**src/rtl/blink_pwm_n_if.sv**
```systemverilog
// Control and status bundle for blink_pwm_n.
// master drives EN/LOAD/PERIOD/DUTY/MODE; slave drives COUNT/TICK/O.
interface blink_pwm_n_if #(
  parameter int WIDTH = 26,
  parameter int N     = 4
);
  logic             EN;
  logic             LOAD;
  logic [WIDTH-1:0] PERIOD;
  logic [N*WIDTH-1:0] DUTY;
  logic [2*N-1:0]   MODE;
  logic [WIDTH-1:0] COUNT;
  logic             TICK;
  logic [N-1:0]     O;

  modport master (
    output EN, LOAD, PERIOD, DUTY, MODE,
    input  COUNT, TICK, O
  );

  modport slave (
    input  EN, LOAD, PERIOD, DUTY, MODE,
    output COUNT, TICK, O
  );
endinterface

```
**src/rtl/blink_pwm_n.sv**
```systemverilog
// N-channel blinker/PWM with shadowed frame parameters.
// Ports: CLK, RESETB (sync, active-low), bus (slave): EN, LOAD, PERIOD, DUTY, MODE -> COUNT, TICK, O.
module blink_pwm_n #(
  parameter int WIDTH = 26,
  parameter int N     = 4
) (
  input logic          CLK,
  input logic          RESETB,
  blink_pwm_n_if.slave bus
);
  localparam logic [WIDTH-1:0] HALF =
    {1'b1, {(WIDTH-1){1'b0}}};
  localparam logic [1:0] M_OFF = 2'b00;
  localparam logic [1:0] M_ON  = 2'b01;
  localparam logic [1:0] M_PWM = 2'b10;
  localparam logic [1:0] M_TGL = 2'b11;

  logic [WIDTH-1:0]   count_q;
  logic [WIDTH-1:0]   period_act;
  logic [WIDTH-1:0]   period_pnd;
  logic [N*WIDTH-1:0] duty_act;
  logic [N*WIDTH-1:0] duty_pnd;
  logic [2*N-1:0]     mode_act;
  logic [2*N-1:0]     mode_pnd;
  logic               pend_q;
  logic               tick_q;
  logic [N-1:0]       o_q;
  logic [N-1:0]       o_d;
  logic               wrap;

  assign wrap = bus.EN && (count_q == period_act);

  assign bus.COUNT = count_q;
  assign bus.TICK  = tick_q;
  assign bus.O     = o_q;

  always_comb begin
    o_d = o_q;
    for (int i = 0; i < N; i++) begin
      unique case (mode_act[2*i +: 2])
        M_OFF: o_d[i] = 1'b0;
        M_ON:  o_d[i] = 1'b1;
        M_PWM: o_d[i] =
          count_q < duty_act[i*WIDTH +: WIDTH];
        M_TGL: o_d[i] = wrap ? ~o_q[i] : o_q[i];
      endcase
    end
  end

  always_ff @(posedge CLK) begin
    if (!RESETB) begin
      count_q    <= '0;
      tick_q     <= 1'b0;
      o_q        <= '0;
      pend_q     <= 1'b0;
      period_act <= '1;
      duty_act   <= {N{HALF}};
      mode_act   <= {N{M_PWM}};
      period_pnd <= '0;
      duty_pnd   <= '0;
      mode_pnd   <= '0;
    end else begin
      if (bus.EN) begin
        count_q <= wrap ? '0 : count_q + 1'b1;
        o_q     <= o_d;
      end
      tick_q <= wrap;
      // A LOAD landing on the wrap edge skips the
      // shadow stage and supersedes anything pending.
      if (wrap && bus.LOAD) begin
        period_act <= bus.PERIOD;
        duty_act   <= bus.DUTY;
        mode_act   <= bus.MODE;
        pend_q     <= 1'b0;
      end else if (wrap && pend_q) begin
        period_act <= period_pnd;
        duty_act   <= duty_pnd;
        mode_act   <= mode_pnd;
        pend_q     <= 1'b0;
      end else if (bus.LOAD) begin
        period_pnd <= bus.PERIOD;
        duty_pnd   <= bus.DUTY;
        mode_pnd   <= bus.MODE;
        pend_q     <= 1'b1;
      end
    end
  end
endmodule

```
**src/flat_wrapper.sv**
```systemverilog
// flat-port wrapper written by rule: the top's interface ports become plain ports
module blink_pwm_n_flat 
#(
  parameter int WIDTH = 26,
  parameter int N     = 4
)
  (CLK, RESETB, bus_EN, bus_LOAD, bus_PERIOD, bus_DUTY, bus_MODE, bus_COUNT, bus_TICK, bus_O);
  blink_pwm_n_if #(.WIDTH(WIDTH), .N(N)) bus_i ();
  input logic CLK;
  input logic RESETB;
  input wire logic [$bits(bus_i.EN)-1:0] bus_EN;
  input wire logic [$bits(bus_i.LOAD)-1:0] bus_LOAD;
  input wire logic [$bits(bus_i.PERIOD)-1:0] bus_PERIOD;
  input wire logic [$bits(bus_i.DUTY)-1:0] bus_DUTY;
  input wire logic [$bits(bus_i.MODE)-1:0] bus_MODE;
  output wire logic [$bits(bus_i.COUNT)-1:0] bus_COUNT;
  output wire logic [$bits(bus_i.TICK)-1:0] bus_TICK;
  output wire logic [$bits(bus_i.O)-1:0] bus_O;
  assign bus_i.EN = bus_EN;
  assign bus_i.LOAD = bus_LOAD;
  assign bus_i.PERIOD = bus_PERIOD;
  assign bus_i.DUTY = bus_DUTY;
  assign bus_i.MODE = bus_MODE;
  assign bus_COUNT = bus_i.COUNT;
  assign bus_TICK = bus_i.TICK;
  assign bus_O = bus_i.O;
  blink_pwm_n #(.WIDTH(WIDTH), .N(N)) u_core (.CLK(CLK), .RESETB(RESETB), .bus(bus_i));
endmodule
```
**config.mk**
```make
export PLATFORM = sky130hd
export DESIGN_NAME = blink_pwm_n_flat
export DESIGN_NICKNAME = d
export VERILOG_FILES = /design/src/rtl/blink_pwm_n_if.sv /design/src/rtl/blink_pwm_n.sv /design/src/flat_wrapper.sv
export SDC_FILE = /design/constraint.sdc
export NUM_CORES = 1
export LEC_CHECK = 0
export BUFFER_PORTS_ARGS = -buffer_cell sky130_fd_sc_hd__buf_2
export CAP_MARGIN = 30
export CELL_PAD_IN_SITES_DETAIL_PLACEMENT = 1
export CELL_PAD_IN_SITES_GLOBAL_PLACEMENT = 2
export CORE_MARGIN = 10
export CORE_UTILIZATION = 31
export DETAILED_ROUTE_END_ITERATION = 8
export PLACE_DENSITY = 0.75
export RECOVER_POWER = 50
export REMOVE_ABC_BUFFERS = 1
export SLEW_MARGIN = 25
export SYNTH_ARGS = -nofsm -noshare
export SYNTH_HDL_FRONTEND = slang
export SYNTH_SLANG_ARGS = --single-unit
```
**constraint.sdc**
```tcl
create_clock -name CLK -period 2.34 [get_ports CLK]
set_input_delay 0.351 -clock CLK [delete_from_list [all_inputs] [get_ports CLK]]
set_output_delay 0.351 -clock CLK [all_outputs]
set_load 0.05 [all_outputs]
```
# ---- Word-level counts from Yosys, hierarchy flattened
# Cells that the tools add are included.
dict set report totals {
  in_bits 142
  output_inout_bits 31
  wordCells 71
  reg_bits 308
}
dict set report op_classes {
  n_bitwise 7
  muxes 15
  n_eq_ne 17
  n_reduce_logical 14
  magnitude_cmp 4
  n_addsub 1
}
# cell count
set op_table {}
lappend op_table {{104-bit 2-to-1 mux} 2}
lappend op_table {{26-bit less-than comparator} 4}
lappend op_table {{26-bit 2-to-1 mux} 3}
lappend op_table {{26-bit by 1-bit adder with 26-bit output (second input constant)} 1}
lappend op_table {{26-bit equality test} 1}
lappend op_table {{2-bit equality test (second input constant)} 8}
lappend op_table {{8-bit 2-to-1 mux} 2}
lappend op_table {{1-bit case mux with 4 select lines} 4}
lappend op_table {{2-bit by 1-bit equality test with 1-bit output (second input constant)} 4}
lappend op_table {{2-bit logical NOT} 4}
lappend op_table {{2-bit by 1-bit != test with 1-bit output (second input constant)} 4}
lappend op_table {{2-bit AND reduction} 4}
lappend op_table {{1-bit NOT} 7}
lappend op_table {{1-bit 2-to-1 mux} 4}
lappend op_table {{1-bit logical AND} 3}
lappend op_table {{3-bit AND reduction} 1}
lappend op_table {{3-bit OR reduction} 1}
lappend op_table {{2-bit nonzero test} 1}

# ---- Depth between registers and ports, before layout
# Gate-level depths: netlist of run 1.
dict set report logic_depth {
  word_depth 5
  ltp_mapped 10
  depth_no_buf 8
}

# ---- Worst setup path before layout of run 1
# OpenSTA, ideal clock, no wires.
dict set report synth_path {
  kind {flip-flop to flip-flop}
  startpoint {register u_core.count_q[8], in the netlist u_core.bus.COUNT[8]}
  endpoint {register u_core.period_act[0]}
  arrival_ps 2553
  path_stages_with_launch 10
  setup_slack_ps -350
  t_required_ps 2203
  n_path_buf 3
  path_cell_list {dfxtp_1 xnor2_1 nand4_1 or4_4 or3_1 clkbuf_1 buf_2 buf_2 nand2_1 nand3_1}
}
dict set report synth_between {
  elab_chain_len 4
}
# item line
set synth_rtl {}
lappend synth_rtl {{from (decl)} blink_pwm_n.sv:18} ;# logic [WIDTH-1:0] count_q;
lappend synth_rtl {{from (signal assigned)} blink_pwm_n.sv:64} ;# count_q <= wrap ? '0 : count_q + 1'b1;
lappend synth_rtl {{26-bit equality test *} blink_pwm_n.sv:31} ;# assign wrap = bus.EN && (count_q == period_act);
lappend synth_rtl {{1-bit logical AND *} blink_pwm_n.sv:31}
lappend synth_rtl {{1-bit logical AND (on tied branches)} {blink_pwm_n.sv:70, blink_pwm_n.sv:75}}
lappend synth_rtl {{26-bit 2-to-1 mux or 2-bit nonzero test (tied branches)} --}
lappend synth_rtl {{to (signal assigned)} blink_pwm_n.sv:71} ;# period_act <= bus.PERIOD;
lappend synth_rtl {{to (signal assigned)} blink_pwm_n.sv:76} ;# period_act <= period_pnd;
lappend synth_rtl {{to (decl)} blink_pwm_n.sv:19} ;# logic [WIDTH-1:0] period_act;
# Mark *: on every way between the ends. The rest lies on a longest branch, timed or not.
# A chain may end at the register's enable or synchronous reset.

# ---- Worst setup path after layout of run 1
dict set report layout_path {
  startpoint {register u_core.period_act[21]}
  endpoint {register u_core.duty_pnd[65]}
}
dict set report layout_between {
  elab_chain_len 5
}
# item line
set layout_rtl {}
lappend layout_rtl {{26-bit equality test *} blink_pwm_n.sv:31}
lappend layout_rtl {{1-bit logical AND *} blink_pwm_n.sv:31}
lappend layout_rtl {{1-bit logical AND (on tied branches)} {blink_pwm_n.sv:70, blink_pwm_n.sv:75}}
lappend layout_rtl {{1-bit NOT (no line)} --}
lappend layout_rtl {{3-bit AND reduction (no line) *} --}
lappend layout_rtl {{to (signal assigned)} blink_pwm_n.sv:82} ;# duty_pnd <= bus.DUTY;
lappend layout_rtl {{to (decl)} blink_pwm_n.sv:22} ;# logic [N*WIDTH-1:0] duty_pnd;
# Marked as above.

==> impl_metrics.csv, run 1 <==
group,metric,value,unit
cts,insertion_delay,0.55,ns
global_route,grt_overflow,0,
die,boundaryPins,173,
synthesis,synthCells,1786,
setup_path,slowest_stage,"or4_4",
sta,slew-limit-headroom,52.25,%
synthesis,ys_warn_count,0,
placed_design,dp_slack,-0.1230,ns
cts,cts_root_buf,"clkbuf_16",
die,initial_utilization,31.55,%
global_route,grtUsageTotal,18.38,%
sta,setup_ws,-0.1702,ns
drt,via_per_inst,5.264,
synthesis,synth_common_cells,"nand2_1 (452), dfxtp_1 (308), a21oi_1 (294)",
setup_path,worst_setup_path_start_kind,"register",
hold_path,holdCritPathClass,"input pin to register",
power,powerDensity,643.2,nW/um^2
die,core,45670,sq um
outcome,status,"finished, violations left",
synthesis,synth_cell_types,38,
drt,drtPass1Iterations,5,
synthesis,synth_edf_count,0,
setup_path,slowest_delay,0.63,ns
synthesis,yosysMostFrequentCell,"nand2_1",
synthesis,syn_area_per_cell,8.069,sq um
drt,drtIter0Drc,697,
layout,layout.filler_cells,5305,
global_route,grt_pass1_wl,82.88,mm
power,peakVddDrop,424.2,uV
outcome,violations,"setup timing",
drt,vias,13810,
setup_path,arrival,2.98,ns
sta,fin_crit,2.510,ns
synthesis,synth_top_cell_by_area,"dfxtp_1",
setup_path,worstReg2RegStart,"u_core.period_act[21]",
placed_design,dp_hpwl,35.14,mm
cts,cts_num_sinks,308,
setup_path,timing.rr.end,"u_core.duty_pnd[65]",
synthesis,async_flop_share,0,%
drt,ant_nets,0,
sta,fmax,398.4,MHz
sta,post-route-period-util,107.3,%
sta,worst_slew_pin_slew,0.7193,ns
placed_design,portBuffers,172,
layout,nNetsFinal,2240,
sta,rsz0062_at_grt,"yes",
layout,drive_gt1_share,22.24,%
die,die_x,235.6,um
layout,syn_to_final_growth,32.10,%
die,core.rowCount,78,
synthesis,synth.ff_latch_count,308,
global_route,grt_max_degree,126,
power,p_leak,7.409,nW
cts,cts_made_buffers,38,
setup_path,reg2reg_depth,10,
job,timing.max_cap.violations,0,
setup_path,crit_chain,"xnor2_4 -> nand4_1 -> or4_4 -> buf_6 -> o21ai_4 -> buf_12 -> buf_12 -> clkbuf_16 -> nand2_2 -> a21oi_1",
cts,cts_max_level,2,
drt,drc,0,
synthesis,synth-main-ff-cell,"dfxtp_1",
cts,cts_hold_buffers,0,
die,die_y,235.6,um
drt,wl,56.59,mm
setup_path,crit_start,"u_core.period_act[21]",
die,dieArea,55510,sq um
setup_path,path_class,"register to register",
sta,fin_worst_skew,0.01759,ns
sta,setup_violations,271,
layout,final_util,41.68,%
global_route,antenna_found_initial,2,
global_route,first_global_vias,14340,
cts,clockBufferDepth,3,
setup_path,path_max_fanout,8,
cts,cts_tree,"done",
synthesis,seq_area_frac_synth,42.79,%
cts,clk_pin_slew_worst_paths,0.06,ns
setup_path,required,2.81,ns
placed_design,place.gp.congestion,0.8070,
synthesis,yosys-top-cells-area,"dfxtp_1 (43%), nand2_1 (12%), a21oi_1 (10%), ha_1 (8.8%), o221ai_1 (8.4%)",
synthesis,synth_top_cell_area_share,42.79,%
setup_path,endpoint_kind,"register",
drt,routedWlPerCell,21.57,um
setup_path,path_common_cell,"buf_12",
sta,slew_violations,0,
setup_path,endpoint,"u_core.duty_pnd[65]",
synthesis,synth_area,14410,sq um
sta,finalHoldViolations,0,
setup_path,rrSetupSlack,-0.17,ns
[layout make-up]
type	count	area, sq um	share of cell area, %
inverter	108	412.9	2.169
tap	600	750.7	3.943
multi-input combinational	1242	7816	41.06
antenna	1	2.502	0.01314
clock inverter	8	96.34	0.5061
timing repair buffer	299	2640	13.87
sequential	308	6181	32.47
clock buffer	58	1137	5.974
[metrics by stage]
| step | hold slack [ns] | power, mW | cells | cell area (sq um) | setup TNS, ns |
|---|---|---|---|---|---|
| floorplan | 0.4228 | 5.917 | 1658 | 13860 | -1700.70 |
| global route | 0.03551 | 12.71 | 2623 | 19030 | -34.17 |
| finish | 0.05128 | 12.25 | 2624 | 19040 | -21.05 |
| global placement | 0.4407 | 6.289 | 2519 | 16460 | -2.328 |
| detailed placement | 0.4466 | 6.316 | 2519 | 16460 | -8.436 |
| CTS | 0.01478 | 12.31 | 2596 | 17980 | -0.1211 |
[power by group]
group | leakage [nW] | switching, mW | internal, mW
clock | 0.606 | 2.35 | 3.56
combinational | 4.29 | 0.541 | 0.322
sequential | 2.51 | 0.0875 | 5.38
[critical path, delay by kind of cell, from the launching register on]
| kind | cells | cell delay (ns) |
|---|---|---|
| flip-flops | 1 | 0.36 |
| XOR/XNOR | 1 | 0.17 |
| buffers and inverters | 4 | 0.69 |
| AO/OA/AOI/OAI | 2 | 0.34 |
| AND/OR/NAND/NOR | 3 | 0.86 |
[per-layer routing]
metal  share of wire (%)  wire [um]  up-vias  global-route usage [%]
met3                 3.9       2199       59                   3.043
met1                  45      25290     6859                   22.82
met4                 1.6        904        2                   4.435
met5               0.023         13        -                       0
met2                  50      28180      219                   32.37
li1                    -          -     6673                       -
[placed cells by master (no fill, tap or decap), types with 6 or more instances in the layout]
master	instances
a21o_1	10
a21oi_1	266
a21oi_2	27
and4_1	6
buf_12	24
buf_16	7
buf_2	142
buf_4	59
buf_6	11
clkbuf_1	41
clkbuf_16	58
clkbuf_8	9
dfxtp_1	300
dfxtp_2	6
ha_1	100
inv_1	106
nand2_1	408
nand2_2	39
nand3_1	46
nand4_1	21
nor2_1	46
o211ai_1	8
o21ai_0	13
o221ai_1	114
o221ai_2	24
xnor2_1	18
xor2_1	29
[registers in the layout (all words and copies together), names as in the netlist, 4 cells and up]
| register | count |
|---|---|
| u_core.bus.COUNT | 26 |
| u_core.bus.O | 4 |
| u_core.duty_act | 104 |
| u_core.duty_pnd | 104 |
| u_core.mode_act | 8 |
| u_core.mode_pnd | 8 |
| u_core.period_act | 26 |
| u_core.period_pnd | 26 |
[cell families after synthesis]
logic type                 Yosys count  synth area share [%]
and+or+nand+nor                    598                 17.04
AOI/OAI and AO/OA                  492                 21.66
DFF                                308                 42.79
buffers and inverters              236                 6.633
adders and majority gates          101                 8.769
xor gates and xnor gates            50                 3.039
muxes                                1               0.06946
[timing repair]
item | 4_1_cts | 5_1_grt
setup endpoints to repair | 232 | 275
pin swaps | 9 | 145
gates cloned | 3 | 23
resized for setup | 32 | 136
buffers inserted | 8 | 4
[how the worst min path moves through the flow]
stage                        start                    to  slack (ns)  cells past startpoint
6_report              bus_DUTY[24]   u_core.duty_pnd[24]        0.05                      3
5_1_grt              bus_PERIOD[5]  u_core.period_pnd[5]        0.04                      3
4_1_cts               bus_DUTY[82]   u_core.duty_pnd[82]        0.01                      3
3_5_place_dp   u_core.duty_act[38]   u_core.duty_act[38]        0.45                      2
3_3_place_gp   u_core.duty_act[57]   u_core.duty_act[57]        0.44                      2
2_1_floorplan               RESETB  u_core.period_act[0]        0.42                      1
No activity file was read; power rests on OpenSTA's default activity.
==> run 2: changes to the inputs <==
--- a/config.mk
+++ b/config.mk
@@ -12,7 +12,7 @@
 export CORE_MARGIN = 10
 export CORE_UTILIZATION = 31
 export DETAILED_ROUTE_END_ITERATION = 8
-export PLACE_DENSITY = 0.75
+export PLACE_DENSITY_LB_ADDON = 0.25
 export RECOVER_POWER = 50
 export REMOVE_ABC_BUFFERS = 1
 export SLEW_MARGIN = 25
==> constraint.sdc (replaced) <==
create_clock -name CLK -period 2.34 [get_ports CLK]
set_input_delay 0.468 -clock CLK [delete_from_list [all_inputs] [get_ports CLK]]
set_output_delay 0.468 -clock CLK [all_outputs]
set_load 0.05 [all_outputs]
==> impl_metrics.csv, run 2 (synthesis gave the netlist of run 1 again) <==
group,metric,value,unit
outcome,status,"finished, violations left",
outcome,violations,"setup timing",
drt,via_per_inst,5.229,
placed_design,dp_slack,-0.07146,ns
setup_path,arrival,2.88,ns
drt,drc,0,
placed_design,place.gp.congestion,0.7876,
setup_path,crit_chain,"xnor2_1 -> nand4_1 -> or4_4 -> nor3_4 -> buf_12 -> clkbuf_16 -> buf_16 -> o221ai_1 -> a21oi_1",
sta,worst_slew_pin_slew,0.7100,ns
hold_path,holdPathStages,3,
die,die_y,235.6,um
global_route,grt_overflow,0,
sta,setup_ws,-0.07183,ns
sta,slew_violations,0,
cts,cts_root_buf,"clkbuf_16",
layout,mostFrequentLayoutCells,"nand2_1 (452), dfxtp_1 (294), a21oi_1 (277)",
hold_path,holdCritPathClass,"input pin to register",
drt,ant_nets,0,
drt,wl,55.18,mm
setup_path,critPathBufInv,3,
setup_path,path_max_fanout,10,
drt,vias,13720,
layout,syn_to_final_growth,30.99,%
die,core.rowCount,78,
hold_path,hp-start,"bus_PERIOD[12]",
cts,cts_num_sinks,308,
drt,drtIter0Drc,697,
setup_path,required,2.81,ns
cts,cts_tree,"done",
die,boundaryPins,173,
cts,clockBufferDepth,3,
job,timing.max_cap.violations,0,
die,initial_utilization,31.55,%
drt,drtPass1Iterations,5,
layout,drive_gt1_share,20.92,%
layout,layout_commonest_cell,"nand2_1",
placed_design,placed_area,16600,sq um
sta,fin_crit,2.412,ns
setup_path,path_depth,9,
placed_design,dp_hpwl,35.60,mm
die,core,45670,sq um
setup_path,worst_setup_path_start_kind,"register",
setup_path,slowest_stage,"or4_4",
setup_path,slowest_delay,0.61,ns
global_route,antenna_found_initial,2,
setup_path,path_class,"register to register",
placed_design,portBuffers,172,
cts,cts_max_level,2,
layout,reg_top3,"u_core.duty_act: 104 flops, u_core.duty_pnd: 104 flops",
global_route,grt_pass1_wl,81.77,mm
layout,final_util,41.33,%
sta,finalHoldViolations,0,
sta,setup_violations,27,
placed_design,post-place-cells,2528,
sta,slew-limit-headroom,52.87,%
power,powerDensity,650.6,nW/um^2
setup_path,worstReg2RegStart,"u_core.bus.COUNT[16]",
layout,layout.filler_cells,5419,
sta,fmax,414.6,MHz
layout,final_area,18880,sq um
setup_path,endpoint_kind,"register",
power,power,12.28,mW
global_route,grtUsageTotal,18.13,%
setup_path,cp_top_family,"simple AND/OR/NAND/NOR gates",
global_route,grt_max_degree,132,
layout,nNetsFinal,2237,
sta,fin_worst_skew,0.01883,ns
setup_path,reg2reg_depth,9,
cts,clk_pin_slew_worst_paths,0.06,ns
drt,routedWlPerCell,21.03,um
cts,insertion_delay,0.56,ns
sta,rsz0062_at_grt,"yes",
power,peakVddDrop,606.4,uV
setup_path,crit_start,"u_core.bus.COUNT[16]",
die,dieArea,55510,sq um
sta,fin_tns_setup,-0.4258,ns
sta,post-route-period-util,103.1,%
die,die_x,235.6,um
sta,whs,0.1568,ns
global_route,first_global_vias,14310,
cts,cts_made_buffers,38,
power,p_leak,7.334,nW
layout,instances_no_fill,2624,
## run 2: changes by cell type in the layout (fill, tap and decap cells not counted), moves of 4 or more
cell,before,now
nand2_2,39,0
a21oi_2,27,16
buf_8,4,0
o221ai_1,114,102
o221ai_2,24,35
nand2_4,5,0
a21oi_1,266,277
buf_2,142,152
clkbuf_1,41,31
dfxtp_2,6,14
dfxtp_1,300,294
nand2_1,408,452
## run 2: final cells by class
class                   instances  area [sq um]  area share [%]
clock inverters                 7         62.56          0.3314
well taps                     600         750.7           3.977
repair buffers                296          2517           13.34
inverters                     108         412.9           2.187
multi-input cells            1242          7734           40.97
diodes                          2         5.005         0.02651
flip-flops and latches        308          6183           32.76
clock buffers                  61          1211           6.416
## run 2: layer usage
metal | part of all wire [%] | global-route usage [%]
met5 | 0 | 0
met4 | 2.0 | 4.862
met3 | 3.8 | 3.054
met2 | 49 | 31.54
met1 | 45 | 22.61
## run 2: path summary, 6_finish.rpt
check                                             end  slack, ns
worst min-delay path            u_core.period_pnd[12]       0.16
worst max register to register    u_core.duty_act[59]      -0.07
worst min register to register     u_core.duty_act[4]       0.45
worst max-delay path              u_core.duty_act[59]      -0.07
## run 2: tightest hold or removal path, cell delays in order
cell,delay (ns)
buf_2,0.11
nand2_1,0.05
a21oi_1,0.05
## run 2: what timing repair did
action,in CTS,in global routing
gates cloned,1,20
hold buffers,0,0
setup buffers,1,4
pin swaps,6,69
setup endpoints to repair,188,256
resized for setup,20,85
## run 2: power by group
group	total [mW]	switching [mW]	leakage, nW	internal, mW
combinational	0.812	0.526	4.19	0.287
clock	6.00	2.36	0.629	3.64
sequential	5.46	0.0781	2.51	5.39
total	12.3	2.96	7.33	9.32
==> run 3: changes to the inputs <==
--- a/config.mk
+++ b/config.mk
@@ -9,6 +9,7 @@
 export CAP_MARGIN = 30
 export CELL_PAD_IN_SITES_DETAIL_PLACEMENT = 1
 export CELL_PAD_IN_SITES_GLOBAL_PLACEMENT = 2
+export CORE_ASPECT_RATIO = 0.8
 export CORE_MARGIN = 10
 export CORE_UTILIZATION = 31
 export DETAILED_ROUTE_END_ITERATION = 8
==> impl_metrics.csv, run 3 (synthesis gave the netlist of run 1 again) <==
group,metric,value,unit
drt,drtPass1Iterations,4,
cts,cts_root_buf,"clkbuf_16",
sta,whs,0.1868,ns
cts,clk_pin_slew_worst_paths,0.06,ns
layout,layout_commonest_cell,"nand2_1",
placed_design,post-place-cells,2540,
global_route,grt_max_degree,135,
global_route,grt_overflow,0,
power,internal-power,9.166,mW
drt,vias,13850,
cts,cts_num_sinks,308,
power,switching_share,24.31,%
die,boundaryPins,173,
die,die_x,261.1,um
die,die_y,212.9,um
die,dieArea,55570,sq um
layout,mostFrequentLayoutCells,"nand2_1 (435), dfxtp_1 (294), a21oi_1 (281)",
setup_path,endpoint_kind,"register",
sta,fmax,421.6,MHz
setup_path,arrival,2.81,ns
setup_path,timing.rr.end,"u_core.duty_pnd[12]",
die,core.rowCount,70,
power,p_leak,7.386,nW
sta,fin_crit,2.372,ns
layout,multiInputGateArea,7944,sq um
cts,clockBufferDepth,3,
setup_path,reg2reg_depth,10,
sta,worst_slew_pin_slew,0.7759,ns
hold_path,holdPathStages,3,
global_route,grt_pass1_wl,80.76,mm
sta,fin_worst_skew,0.01096,ns
job,timing.max_cap.violations,0,
global_route,grtUsageTotal,18.28,%
cts,insertion_delay,0.53,ns
cts,cts_tree,"done",
sta,slew_violations,0,
power,power_frac_seq,45.2,%
layout,layout.filler_cells,5386,
hold_path,hp-start,"bus_DUTY[82]",
cts,cts_made_buffers,35,
sta,post-route-period-util,101.4,%
cts,cts_max_level,2,
setup_path,path_max_fanout,7,
sta,setup_violations,21,
drt,ant_nets,0,
sta,rsz0062_at_grt,"yes",
power,powerDensity,630.5,nW/um^2
setup_path,worst_setup_path_start_kind,"register",
die,core,45810,sq um
layout,instances_no_fill,2634,
die,initial_utilization,31.46,%
cts,cts_hold_buffers,0,
power,power.switching,2.944,mW
drt,wl,56.14,mm
global_route,antenna_found_initial,0,
sta,slew-limit-headroom,48.49,%
drt,drtIter0Drc,749,
setup_path,path_class,"register to register",
setup_path,worstReg2RegStart,"u_core.bus.COUNT[17]",
layout,seq_area,6183,sq um
setup_path,required,2.78,ns
drt,routedWlPerCell,21.31,um
placed_design,portBuffers,172,
setup_path,rrSetupSlack,-0.03,ns
global_route,first_global_vias,13990,
drt,drc,0,
outcome,violations,"setup timing",
drt,via_per_inst,5.257,
outcome,status,"finished, violations left",
power,p_comb_share,7.2,%
layout,nNetsFinal,2241,
hold_path,hold_end,"u_core.duty_pnd[82]",
sta,setup_ws,-0.03182,ns
layout,drive_gt1_share,22.86,%
power,p_clk_share,47.6,%
power,peakVddDrop,373.4,uV
sta,finalHoldViolations,0,
layout,syn_to_final_growth,33.28,%
layout,reg_top3,"u_core.duty_act: 104 flops, u_core.duty_pnd: 104 flops",
power,power,12.11,mW
hold_path,holdCritPathClass,"input pin to register",
placed_design,dp_hpwl,36.54,mm
placed_design,place.gp.congestion,0.7732,
## run 3: cell type report
| cell class | instances | area share (%) |
|---|---|---|
| inverters | 108 | 2.150 |
| diodes | 1 | 0.01303 |
| flip-flops and latches | 308 | 32.19 |
| multi-input cells | 1242 | 41.36 |
| well taps | 612 | 3.987 |
| clock buffers | 51 | 5.511 |
| clock inverters | 9 | 0.6644 |
| repair buffers | 303 | 14.12 |
## run 3: power by group through the flow
stage	Combinational, mW	Sequential, mW	Clock [mW]
finish	0.874	5.47	5.76
global route	0.949	5.48	6.13
CTS	0.782	5.45	5.91
detailed placement	0.778	5.57	0
global placement	0.762	5.57	0
floorplan	0.331	5.59	0
## run 3: repair_timing
item | CTS | global route
pin swaps | 2 | 137
endpoints found under the hold margin | 0 | 0
gates resized for setup | 14 | 142
cloned | 0 | 27
setup endpoints to repair | 205 | 277
setup buffers | 1 | 5
## run 3: worst max-delay path by stage
| stage | slack, ns | endpoint | depth (start not counted) | from |
|---|---|---|---|---|
| 6_report | -0.03 | u_core.duty_pnd[12] | 10 | u_core.bus.COUNT[17] |
| 5_1_grt | -0.11 | u_core.duty_pnd[91] | 10 | u_core.bus.COUNT[17] |
| 4_1_cts | 0.0009 | u_core.duty_act[20] | 8 | u_core.bus.COUNT[25] |
| 3_5_place_dp | -0.04 | u_core.duty_act[23] | 8 | u_core.bus.COUNT[5] |
| 3_3_place_gp | -0.08 | u_core.bus.O[1] | 9 | u_core.bus.COUNT[19] |
| 2_1_floorplan | -7.34 | u_core.duty_act[0] | 6 | u_core.bus.COUNT[8] |
## run 3: per-stage QoR
stage | area, sq um | TNS, ns | setup WS, ns | utilization (%)
2_1_floorplan | 13860 | -1717.66 | -7.343 | -
3_3_place_gp | 16660 | -0.1745 | -0.08461 | 36.36
3_5_place_dp | 16660 | -0.4113 | -0.03883 | 36.36
4_1_cts | 17900 | 0 | 0.0009290 | 39.09
5_1_grt | 19200 | -12.85 | -0.1140 | 41.93
6_report | 19210 | -0.2147 | -0.03182 | 41.93
## run 3: layer usage
metal,track usage [%],up-vias,part of all wire (%)
li1,-,6672,-
met1,25.27,6870,48
met2,29.20,236,45
met3,3.504,68,4.6
met4,3.463,0,1.8
met5,0,-,0
## run 3: critical path, cell delays in order (launching register included)
cell and delay, ns:
dfxtp_1 0.38, xnor2_1 0.14, nand4_1 0.15, or4_4 0.60, buf_6 0.15, o21ai_4 0.17
buf_6 0.17, buf_12 0.16, clkbuf_16 0.17, nand2_2 0.05, a21oi_1 0.12
